[config.mk]
export PLATFORM = sky130hd
export DESIGN_NAME = fifo_ctrl
export DESIGN_NICKNAME = d
export VERILOG_FILES = /design/src/rtl/fifo_pkg.sv /design/src/rtl/fifo_ctrl.sv
export SDC_FILE = /design/constraint.sdc
export NUM_CORES = 1
export LEC_CHECK = 0
export CAP_MARGIN = 20
export CORE_MARGIN = 2
export CORE_UTILIZATION = 40
export DETAILED_ROUTE_END_ITERATION = 16
export PLACE_DENSITY = 0.75
export SLEW_MARGIN = 20
export SYNTH_ARGS = -nofsm -noshare
export SYNTH_HDL_FRONTEND = slang
export SYNTH_SLANG_ARGS = --single-unit
[constraint.sdc]
create_clock -name clk -period 2 [get_ports clk]
set_input_delay 0.2 -clock clk [delete_from_list [all_inputs] [get_ports clk]]
set_output_delay 0.2 -clock clk [all_outputs]
set_load 0.005 [all_outputs]
[src/rtl/fifo_pkg.sv]
// Shared types and default sizes for the FIFO controller.
// Exports the controller state enum and the default AW/DW constants.
package fifo_pkg;

    localparam int FIFO_AW = 4;
    localparam int FIFO_DW = 8;

    // RD_WR: a pop whose accompanying push is still pending.
    typedef enum logic [1:0] {
        IDLE  = 2'd0,
        WR    = 2'd1,
        RD    = 2'd2,
        RD_WR = 2'd3
    } state_t;

endpackage

[src/rtl/fifo_ctrl.sv]
// FIFO controller driving an external single-port DistMem (16x8) RAM.
// Turns push/pop pulses into serialized RAM write/read cycles.
//
// Ports:
//   clk, rst_n       : clock (rising edge), async active-low reset
//   push, pop, din   : one-cycle requests, accepted only while ready
//   dout, dout_valid : last popped word and its one-cycle strobe
//   ready            : high only in IDLE
//   full, empty      : derived from count
//   count            : occupancy 0..2**AW
//   mem_we/a/d       : DistMem write enable, address, write data
//   mem_spo          : DistMem asynchronous read data
module fifo_ctrl
    import fifo_pkg::*;
#(
    parameter int AW = FIFO_AW,
    parameter int DW = FIFO_DW
) (
    input  logic          clk,
    input  logic          rst_n,
    input  logic          push,
    input  logic          pop,
    input  logic [DW-1:0] din,
    output logic [DW-1:0] dout,
    output logic          dout_valid,
    output logic          ready,
    output logic          full,
    output logic          empty,
    output logic [AW:0]   count,
    output logic          mem_we,
    output logic [AW-1:0] mem_a,
    output logic [DW-1:0] mem_d,
    input  logic [DW-1:0] mem_spo
);

    localparam logic [AW:0]   FULL_CNT = {1'b1, {AW{1'b0}}};
    localparam logic [AW:0]   CNT_ONE  = {{AW{1'b0}}, 1'b1};
    localparam logic [AW-1:0] PTR_ONE  = {{(AW-1){1'b0}}, 1'b1};

    state_t        state;
    state_t        state_nx;
    logic [AW-1:0] wp;
    logic [AW-1:0] rp;
    logic [DW-1:0] din_q;
    logic          load_din;
    logic          do_wr;
    logic          do_rd;

    assign ready = (state == IDLE);
    assign full  = (count == FULL_CNT);
    assign empty = (count == '0);

    assign do_wr = (state == WR);
    assign do_rd = (state == RD) || (state == RD_WR);

    // Next state. A simultaneous push+pop on a full FIFO is legal
    // because the read frees a slot before the write. On an empty
    // FIFO the pop half is dropped and only the push proceeds.
    always_comb begin
        state_nx = state;
        load_din = 1'b0;
        unique case (state)
            IDLE: begin
                if (push && pop && !empty) begin
                    state_nx = RD_WR;
                    load_din = 1'b1;
                end else if (push && !full) begin
                    state_nx = WR;
                    load_din = 1'b1;
                end else if (pop && !push && !empty) begin
                    state_nx = RD;
                end
            end
            WR:      state_nx = IDLE;
            RD:      state_nx = IDLE;
            RD_WR:   state_nx = WR;
            default: state_nx = IDLE;
        endcase
    end

    // RAM port is purely a function of state and pointers, so an
    // asynchronous reset drops mem_we the instant rst_n falls.
    always_comb begin
        mem_we = do_wr;
        mem_a  = do_wr ? wp : rp;
        mem_d  = din_q;
    end

    always_ff @(posedge clk or negedge rst_n) begin
        if (!rst_n) begin
            state <= IDLE;
        end else begin
            state <= state_nx;
        end
    end

    always_ff @(posedge clk or negedge rst_n) begin
        if (!rst_n) begin
            din_q <= '0;
        end else if (load_din) begin
            din_q <= din;
        end
    end

    always_ff @(posedge clk or negedge rst_n) begin
        if (!rst_n) begin
            wp <= '0;
            rp <= '0;
        end else begin
            if (do_wr) begin
                wp <= wp + PTR_ONE;
            end
            if (do_rd) begin
                rp <= rp + PTR_ONE;
            end
        end
    end

    // WR and RD states never coincide, so count moves by one at most.
    always_ff @(posedge clk or negedge rst_n) begin
        if (!rst_n) begin
            count <= '0;
        end else if (do_wr) begin
            count <= count + CNT_ONE;
        end else if (do_rd) begin
            count <= count - CNT_ONE;
        end
    end

    always_ff @(posedge clk or negedge rst_n) begin
        if (!rst_n) begin
            dout       <= '0;
            dout_valid <= 1'b0;
        end else begin
            dout_valid <= do_rd;
            if (do_rd) begin
                dout <= mem_spo;
            end
        end
    end

endmodule

== After elaboration in Yosys (flattened, before gate mapping) ==
Cells that the tools add are included.
Cells by class
  add/subtract/negate cells: 4
  eq/ne operators: 5
  multiplexer cells: 10
  reductions and logical operators: 13
Operator list (count)
  5-bit 2-to-1 mux: 2
  4-bit by 1-bit adder with 4-bit output, second input constant: 2
  2-bit 2-to-1 mux: 3
  2-bit one-hot mux with 3 select lines: 1
  5-bit by 1-bit adder with 5-bit output, second input constant: 1
  5-bit == test, second input constant: 1
  1-bit logical AND: 5
  5-bit zero test: 1
  5-bit by 1-bit subtractor with 5-bit output, second input constant: 1
  2-bit == test, second input constant: 2
  4-bit 2-to-1 mux: 1
  4-bit by 1-bit inequality test with 1-bit output, second input constant: 1
  1-bit zero test: 3
  1-bit 2-to-1 mux: 3
  2-bit by 1-bit == test with 1-bit output, second input constant: 1
  2-bit zero test: 1
  2-bit nonzero test: 1
  2-bit OR reduction: 1
  1-bit logical OR: 1
Storage, ports and cells
  register bits: 32
  bits of input ports: 20
  output and inout bits: 30
  logic and storage cells: 39

== Logic depth before layout (Yosys ltp) ==
Gate-level depths: netlist (run 1).
  depth after elaboration: 7
  mapped depth: 7

== Worst setup path before layout (run 1) ==
Ideal clock, no wire load.
  path type: register -> register
  start point: register count[0]
  end point: register din_q[0], in the netlist mem_d[0]
  library setup time: 125 ps
  arrival time: 1772 ps
  required time: 1875 ps
  setup slack: 104 ps
  stages on the path, launching flop included: 4
  buffers on the path: 0
  period minus slack after synthesis: 1896 ps
  path through: dfrtp_1 or4_4 o311ai_4 mux2_2
Between the ends
  cells in the longest elaborated chain, start to end: 6
  elaborated cells on any way between the ends: 9
  classes of those cells: eq/ne (1); mux (3); reduce/logical (5)
RTL lines
  start, declared: line fifo_ctrl.sv:29  | output logic [AW:0] count,
  start signal, assigned: line fifo_ctrl.sv:124  | count <= count + CNT_ONE;
  start signal, assigned: line fifo_ctrl.sv:126  | count <= count - CNT_ONE;
  5-bit == test: line fifo_ctrl.sv:50  | assign full = (count == FULL_CNT);
  1-bit zero test: line fifo_ctrl.sv:67  | end else if (push && !full) begin
  1-bit logical AND: line fifo_ctrl.sv:67
  1-bit 2-to-1 mux: line fifo_ctrl.sv:67
  1-bit 2-to-1 mux (*): line fifo_ctrl.sv:64  | if (push && pop && !empty) begin
  1-bit 2-to-1 mux (*): line fifo_ctrl.sv:62  | unique case (state)
  end signal, assigned: line fifo_ctrl.sv:101  | din_q <= din;
  end, declared: line fifo_ctrl.sv:44  | logic [DW-1:0] din_q;
Every way passes the cells marked *; elsewhere a longest branch is shown, timed or not.
A chain may end at the register's enable or synchronous reset.

== Final worst setup path (run 1) ==
  start point: register count[0]
  end point: register din_q[3], in the netlist mem_d[3]
Same word-level chain as after synthesis.

==> flow_metrics.env, run 1 <==
export IMPL_cts_sinks=32
export IMPL_ys_types=29
export IMPL_finalClockSkew_ns=0.005364
export IMPL_htree_levels=2
export IMPL_clock_latency_ns=0.33
export IMPL_hold_viol_final=0
export IMPL_grt_max_degree=33
export IMPL_fmax_ghz=0.5102
export IMPL_rr_startpoint="count[0]$_DFFE_PN0P_"
export IMPL_port_buffers=49
export IMPL_seq_area_frac_synth=0.5541
export IMPL_crit_path_start="count[0]$_DFFE_PN0P_"
export IMPL_worst_slew_pin_slew_ns=0.3975
export IMPL_critical_path_class="reg -> reg"
export IMPL_drt_iter0_drc=43
export IMPL_synth_top_cell_area_share=0.5541
export IMPL_syn_area_per_cell_sq_um=12.35
export IMPL_synth_nets=143
export IMPL_fillCellCount=298
export IMPL_grt_usage=0.1758
export IMPL_vdd_drop_max_mv=0.8152
export IMPL_hold_class="in -> async"
export IMPL_die_area_sq_um=4109
export IMPL_viasPerCell=4.956
export IMPL_routed_wl_mm=3.321
export IMPL_layout_cells_non_filler=227
export IMPL_drc=0
export IMPL_hold_ws_ns=0.2514
export IMPL_timing_final_crit_share=0.9799
export IMPL_num_rows=21
export IMPL_synth_edf_count=0
export IMPL_dr_total_vias=1125
export IMPL_areaGrowthSynthToFinish_pct=48.66
export IMPL_yosysTopAreaCell="dfrtp_1"
export IMPL_clock_path_buffers=2
export IMPL_syn_inst=117
export IMPL_synth_area_sq_um=1445
export IMPL_slew_limit_headroom=0.7350
export IMPL_ctsHoldBuffers=0
export IMPL_critical_path_arrival_ns=2.18
export IMPL_drtPass1Iterations=4
export IMPL_worst_setup_path_start_kind="flop"
export IMPL_place_gp_congestion=0.7343
export IMPL_antenna_found_initial=0
export IMPL_final_cell_mix="clkdlybuf4s50_1 (47), dfrtp_1 (31), nand2_1 (21)"
export IMPL_async_reset_ff_frac=1.000
export IMPL_yosys_warnings=0
export IMPL_core_area_sq_um=3416
export IMPL_setup_viol=0
export IMPL_final_common_cell="clkdlybuf4s50_1"
export IMPL_dp_hpwl_mm=2.375
export IMPL_fin_util=0.6289
export IMPL_dp_cells=215
export IMPL_p_leak_nw=0.9504
export IMPL_status="finished clean"
export IMPL_crit_fanout=5
export IMPL_cts_tree="built"
export IMPL_rrSetupSlack_ns=0.04
export IMPL_die_h_um=64.11
export IMPL_rsz0062_at_grt="yes"
export IMPL_power_density_nw_per_um2=1733
export IMPL_crit_path_end_kind="flop"
export IMPL_antennaDiodeCount=0
export IMPL_synthFlopType="dfrtp_1"
export IMPL_tns_ns=0
export IMPL_cts_root_buf="clkbuf_4"
export IMPL_drv_slew=0
export IMPL_ant_nets=0
export IMPL_maxCapViolCount=0
export IMPL_wl_per_cell_um=14.63
export IMPL_nets=206
export IMPL_num_io_pins=50
export IMPL_start_util=0.4231
export IMPL_overflow=0
export IMPL_grt_pass1_vias=1204
export IMPL_path_clk_slew_ns=0.10
export IMPL_required_ns=2.22
export IMPL_die_w_um=64.11
export IMPL_tritoncts_num_buffers=5
export IMPL_final_layout_size_suffix_gt1_frac=0.2431
export IMPL_post_route_min_period_ns=1.960
export IMPL_synth_area_top_cells="dfrtp_1 (55%), mux2_2 (14%), nand2_1 (5.5%)"
export IMPL_ys_ff_latch=32
export IMPL_grt_pass1_wl_mm=5.457
[state kept, by name (all words and copies together), names as in the netlist]
signal      cells
count           5
mem_d           8
dout_valid      1
state           2
dout            8
wp              4
rp              4
[routing by layer]
layer  GRT usage  share of wire  up-vias
met4     0.08777          0.036        0
li1            -              -      527
met5           0              0        -
met3     0.05458          0.070       11
met2      0.2891           0.49       40
met1      0.2076           0.41      547
[where the power goes]
group,switching (W),leakage (nW),internal (W)
Sequential,0.000242,0.380,0.000987
Combinational,0.000837,0.532,0.00127
Clock,0.000221,0.0380,0.000167
[final timing paths]
path,to,cells after the start
max,mem_d[3]$_DFFE_PN0P_,4
min,wp[3]$_DFFE_PN0P_,2
max reg2reg,mem_d[3]$_DFFE_PN0P_,4
min reg2reg,wp[3]$_DFFE_PN0P_,1
max in group asynchronous,state[0]$_DFFE_PN0P_,2
min in group clk,mem_d[7]$_DFFE_PN0P_,2
[final cells by class]
class / instances / area, sq um / share of cell area
sequential: 32 / 802.0 / 0.3733
multi-input combinational: 78 / 631.9 / 0.2941
timing repair buffer: 60 / 581.8 / 0.2708
tap: 46 / 57.56 / 0.02679
clock buffer: 6 / 51.30 / 0.02388
inverter: 3 / 13.76 / 0.006407
clock inverter: 2 / 10.01 / 0.004659
[cell usage after synthesis, types with 2 or more instances]
cell type and count:
nand4_1 2, nand2_1 21, dfrtp_1 32, clkbuf_1 2, nand3_1 2, o211ai_1 2
xnor2_1 7, nor2_1 3, inv_1 2, ha_1 5, nand2b_1 3, mux2_2 18
nor2b_1 2
[kinds of logic after synthesis]
group | count (synthesis) | synth area share
AND/OR/NAND/NOR | 37 | 0.1212
flip-flops | 32 | 0.5541
multiplexers | 19 | 0.1472
AO/OA/AOI/OAI | 8 | 0.05281
XOR/XNOR | 8 | 0.04849
buffers and inverters | 7 | 0.01904
adder cells (fa/ha/maj) | 6 | 0.05714
[critical path: stages, from the launching register on]
cell      delay [ns]
dfrtp_1         0.39
or4_4           0.59
o311ai_4        0.36
buf_6           0.18
mux2_2          0.33
[through the flow]
| step | setup slack (ns) | cell area (sq um) | power, W |
|---|---|---|---|
| 5_1_grt | -0.02533 | 2148 | 0.004040 |
| 6_report | 0.04013 | 2148 | 0.003724 |
| 3_5_place_dp | 0.1299 | 2029 | 0.003241 |
| 2_1_floorplan | 0.1035 | 1445 | 0.002220 |
| 4_1_cts | 0.01133 | 2118 | 0.003688 |
| 3_3_place_gp | 0.1685 | 2029 | 0.003147 |
[what timing repair did]
action	4_1_cts	5_1_grt
gates resized for setup	7	6
setup endpoints to repair	7	12
gates cloned	0	1
setup buffers	2	2
hold endpoints to repair	0	0
pin swaps	1	2
(Power assumes the default switching activity.)
==> inputs of run 2 (changes only) <==
- HOLD_SLACK_MARGIN: default -> 0.05
==> results of run 2 <==
Same layout as run 1: the final DEF is identical, and so are final timing and power.
==> inputs of run 3 (changes only) <==
- REMOVE_ABC_BUFFERS: default -> 1
- clock period: 2 -> 1.7 ns (I/O delays scaled with it)
==> run 3 against run 2 <==
The run now ends with setup timing left. Utilization rose by 4.1 points. Via count is 3.7% higher. First-iteration DRC count is 14% lower. Critical path depth rose by 1. Cell area is 6.6% higher. Clock power is 47% higher. Clock-buffer cell count stayed put. Sequential power up 17%. Final cell count increased by 4.0%. Sequential share of layout area fell by 2.4 points. Maximum frequency up 0.18%. Largest cell class unchanged. Largest power group unchanged. Global-route usage is 0.35 points higher.
==> flow_metrics.env, run 3 (synthesis results as in run 1) <==
export IMPL_placed_cell_area_sq_um=2095
export IMPL_critical_path_arrival_ns=2.18
export IMPL_worst_setup_path_start_kind="flop"
export IMPL_ant_nets=0
export IMPL_setup_slack_ns=-0.2564
export IMPL_grt_pass1_wl_mm=5.423
export IMPL_post_route_min_period_ns=1.956
export IMPL_fmax_ghz=0.5111
export IMPL_num_io_pins=50
export IMPL_die_area_sq_um=4109
export IMPL_rr_startpoint="count[2]$_DFFE_PN0P_"
export IMPL_timing_final_crit_share=1.151
export IMPL_drv_slew=0
export IMPL_drtPass1Iterations=4
export IMPL_start_util=0.4231
export IMPL_dr_total_vias=1167
export IMPL_wl_per_cell_um=15.00
export IMPL_fillCellCount=250
export IMPL_post_place_ws_ns=-0.1387
export IMPL_cts_sinks=32
export IMPL_p_leak_nw=1.022
export IMPL_tritoncts_num_buffers=5
export IMPL_overflow=0
export IMPL_status="finished with violations"
export IMPL_cts_root_buf="clkbuf_4"
export IMPL_slew_limit_headroom=0.7361
export IMPL_hold_viol_final=0
export IMPL_clock_latency_ns=0.34
export IMPL_power_density_nw_per_um2=2105
export IMPL_rrSetupSlack_ns=-0.26
export IMPL_vdd_drop_max_mv=0.9765
export IMPL_areaGrowthSynthToFinish_pct=58.44
export IMPL_violations="setup timing"
export IMPL_final_layout_size_suffix_gt1_frac=0.3105
export IMPL_final_cell_mix="clkdlybuf4s50_1 (41), dfrtp_1 (32), nand2_1 (21)"
export IMPL_place_gp_congestion=0.7972
export IMPL_drc=0
export IMPL_cts_tree="built"
export IMPL_antennaDiodeCount=0
export IMPL_drt_iter0_drc=37
export IMPL_dp_hpwl_mm=2.533
export IMPL_die_h_um=64.11
export IMPL_worst_slew_pin_slew_ns=0.3958
export IMPL_die_w_um=64.11
export IMPL_maxCapViolCount=0
export IMPL_r2r_cells=5
export IMPL_crit_fanout=9
export IMPL_path_clk_slew_ns=0.10
export IMPL_rr_endpoint="mem_d[6]$_DFFE_PN0P_"
export IMPL_clock_path_buffers=2
export IMPL_crit_path_end_kind="flop"
export IMPL_required_ns=1.93
export IMPL_grt_max_degree=33
export IMPL_core_area_sq_um=3416
export IMPL_tns_ns=-2.298
export IMPL_port_buffers=49
export IMPL_nets=215
export IMPL_grt_usage=0.1793
export IMPL_grt_pass1_vias=1192
export IMPL_hold_class="in -> async"
export IMPL_antenna_found_initial=0
export IMPL_htree_levels=2
export IMPL_ctsHoldBuffers=0
export IMPL_final_area_sq_um=2290
export IMPL_num_rows=21
export IMPL_setup_viol=10
export IMPL_finalClockSkew_ns=0.01184
export IMPL_viasPerCell=4.945
export IMPL_routed_wl_mm=3.539
export IMPL_critical_path_class="reg -> reg"
export IMPL_rsz0062_at_grt="yes"
export IMPL_final_common_cell="clkdlybuf4s50_1"
[run 3: cell types whose count changed in the layout (fill, tap and decap cells not counted), moves of 2 or more]
cell             before  now
buf_4                 8   15
ha_4                  0    2
buf_2                 0    2
mux2_4                0    3
nor2_4                1    3
ha_1                  5    3
clkdlybuf4s15_1       0    3
mux2_2               18   15
clkdlybuf4s50_1      47   41
[run 3: critical path, cell delays in order, from the launching register on]
cell and delay (ns):
dfrtp_1 0.39, or4_4 0.56, buf_6 0.14, o311ai_4 0.25
buf_12 0.17, mux2_2 0.33
[run 3: cell type report]
cell class              instances  area (sq um)  area share
multi-input cells              78         688.2      0.3005
clock inverters                 2         35.03     0.01530
flip-flops and latches         32         800.8      0.3497
repair buffers                 69         654.4      0.2858
clock buffers                   6         41.29     0.01803
well taps                      46         57.56     0.02514
inverters                       3         12.51    0.005464
[run 3: how the worst max path moves through the flow]
stage / from / end / slack [ns] / cells past startpoint
2_1_floorplan: state[1]$_DFFE_PN0P_ / count[3]$_DFFE_PN0P_ / -0.33 / 5
3_3_place_gp: count[0]$_DFFE_PN0P_ / mem_d[7]$_DFFE_PN0P_ / -0.08 / 4
3_5_place_dp: count[0]$_DFFE_PN0P_ / mem_d[4]$_DFFE_PN0P_ / -0.14 / 4
4_1_cts: count[2]$_DFFE_PN0P_ / mem_d[3]$_DFFE_PN0P_ / -0.24 / 5
5_1_grt: count[2]$_DFFE_PN0P_ / mem_d[6]$_DFFE_PN0P_ / -0.32 / 5
6_report: count[2]$_DFFE_PN0P_ / mem_d[6]$_DFFE_PN0P_ / -0.26 / 5
[run 3: per-stage QoR]
step	std cells	hold slack (ns)	utilization	total power, W
2_1_floorplan	113	-0.1256	-	0.002585
3_3_place_gp	222	0.4630	0.6132	0.003870
3_5_place_dp	222	0.4631	0.6132	0.003992
4_1_cts	233	0.2334	0.6487	0.004667
5_1_grt	236	0.2415	0.6703	0.005144
6_report	236	0.2158	0.6703	0.004819
[run 3: what timing repair did]
action / in CTS / in global routing
pin swaps: 3 / 1
resized for setup: 26 / 13
endpoints found under the setup margin: 16 / 17
buffers inserted: 3 / 3
[run 3: power breakdown]
group	internal (W)	total [W]	switching, W
Sequential	0.00116	0.00144	0.000281
Clock	0.000308	0.000569	0.000261
Combinational	0.00171	0.00281	0.00110
Total	0.00318	0.00482	0.00164
[run 3: per-layer routing]
metal	part of all wire	wire [um]	track usage	vias up
met4	0.027	95	0.08777	0
met3	0.060	211	0.05810	9
met5	0	0	0	-
met2	0.53	1882	0.3281	39
met1	0.38	1349	0.1814	571
li1	-	-	-	548
==> RTL change (settings of run 1) <==
Set the package constant `FIFO_AW` to 2 (it was 4).
--- a/src/rtl/fifo_pkg.sv
+++ b/src/rtl/fifo_pkg.sv
@@ -3,5 +3,5 @@
 package fifo_pkg;
 
-    localparam int FIFO_AW = 4;
+    localparam int FIFO_AW = 2;
     localparam int FIFO_DW = 8;
 
Interface: changed (resized count and mem_a); port bits go from 50 to 46. The function was not compared with the original's and may differ.
==> RTL change against run 1 <==
  * Register-to-register slack improved by 0.31 ns
  * Cell area fell by 25%
  * Worst setup slack improved by 0.041 ns
  * Sequential power fell by 20%
  * Non-clock buffer count fell by 10
  * Wire length fell by 35%
  * Sequential cell count fell by 6
  * Synthesized area fell by 28%
  * Combinational power fell by 37%
  * First-iteration DRC count fell by 100%
  * Final cell count fell by 33%
  * Clock skew fell by 0.0023 ns
  * Total power fell by 31%
  * Critical path type is now register to output pin
  * Worst hold slack got worse by 0.025 ns
==> RTL change: results (changes against run 1) <==
FINAL.HOLD.WORST_SLACK_NS=0.226  # -0.0253 ns
MULTIINPUTCOMBCELLCOUNT=38  # -51%
SEQ_POWER_SHARE_PCT=38.1  # +5.1 points
ROUTED_WIRELENGTH_UM=2160  # -35%
FILLERS=197  # -34%
CP.ARRIVAL_NS=1.72  # -0.46 ns
FINAL_NET_COUNT=143  # -31%
CP-ENDPOINT='mem_a[1]'
NON_CLOCK_BUFFER_AREA_SHARE_PCT=30.4  # +3.3 points
TIMING.REG2REG.SETUP_SLACK_NS=0.35  # +0.31 ns
FIRST_GLOBAL_VIAS=763  # -37%
CRIT_PATH_MAX_INCR_DELAY_NS=0.45  # -0.14 ns
MAX_SLEW.WORST_PIN.SLEW_NS=0.339  # -0.0585 ns
LAYOUT_CELL_SHARE_WITH_DRIVE_STRENGTH_BEYOND_1_PCT=27.3  # +3.0 points
STATUS='completed'
DETAILED_PLACE_HPWL_UM=1630  # -31%
GP_CONGESTION=0.686  # -6.5%
POWER_CLOCK_mW=0.265  # -32%
SYNTH_CELL_TYPE_COUNT=17  # -41%
CLOCKNETWORKAREASHARE_PCT=2.26  # -0.60 points
CRITICAL-PATH-TOP-DELAY-FAMILY='buffers and inverters'
SHARE_OF_SYNTHESIZED_AREA_OCCUPIED_BY_FLIP_FLOPS_AND_LATCHES_PCT=62.4  # +6.9 points
GRT_USAGE_PCT=15.5  # -2.1 points
DRT-INITIAL-DRC-COUNT=0  # -100%
MAXIMUM_NUMBER_OF_PINS_ON_ONE_NET_BEFORE_GLOBAL_ROUTE_REPAIR=27  # -18%
NETLIST_TOP_CELLS_AREA='sky130_fd_sc_hd__dfrtp_1 (62%), sky130_fd_sc_hd__mux2_2 (19%), sky130_fd_sc_hd__xnor2_1 (4.2%)'
GRT_FIRST_PASS_WIRELENGTH_UM=3240  # -41%
[RTL change: cell types whose count changed after synthesis, sizes merged, moves of 3 or more]
cell | run 1 | this run
nor2 | 4 | 1
nand2 | 21 | 2
dfrtp | 32 | 26
ha | 5 | 1
nand2b | 3 | 0
[RTL change: stage by stage]
stage	instances	area [um2]	util (%)	worst slack (ns)	power [mW]
3_5_place_dp	146	1550	62.4	0.190	2.29
5_1_grt	151	1610	64.8	0.00285	2.74
2_1_floorplan	71	1040	-	0.320	1.56
6_report	151	1610	64.8	0.0816	2.58
4_1_cts	150	1600	64.5	0.00735	2.59
3_3_place_gp	146	1550	62.4	0.240	2.23
[RTL change: per-layer routing]
layer | global-route usage (%) | wire, um
met1 | 17.6 | 900
met2 | 27.2 | 1110
met3 | 2.96 | 124
met4 | 8.54 | 23
met5 | 0 | 0
[RTL change: logic make-up (layout without fill, tap and decap cells)]
| group | Yosys count | after routing | share of synthesized area (%) |
|---|---|---|---|
| AO/OA/AOI/OAI | 4 | 4 | 4.44 |
| XOR/XNOR | 7 | 7 | 5.88 |
| adder cells (fa/ha/maj) | 1 | 1 | 1.20 |
| buffers and inverters | 7 | 57 | 2.52 |
| flip-flops | 26 | 26 | 62.3 |
| multiplexers | 18 | 18 | 19.4 |
| AND/OR/NAND/NOR | 8 | 8 | 4.20 |
[RTL change: worst register-to-register path, delay by kind of cell (launching register included)]
family,cells,cell delay [ns]
AO/OA/AOI/OAI,1,0.34
buffers and inverters,1,0.23
flip-flops,1,0.44
multiplexers,1,0.35
AND/OR/NAND/NOR,1,0.20
[RTL change: repair_timing]
action,in CTS,in global routing
gates resized for setup,5,0
buffers inserted,0,1
hold endpoints to repair,0,0
setup endpoints to repair,4,2
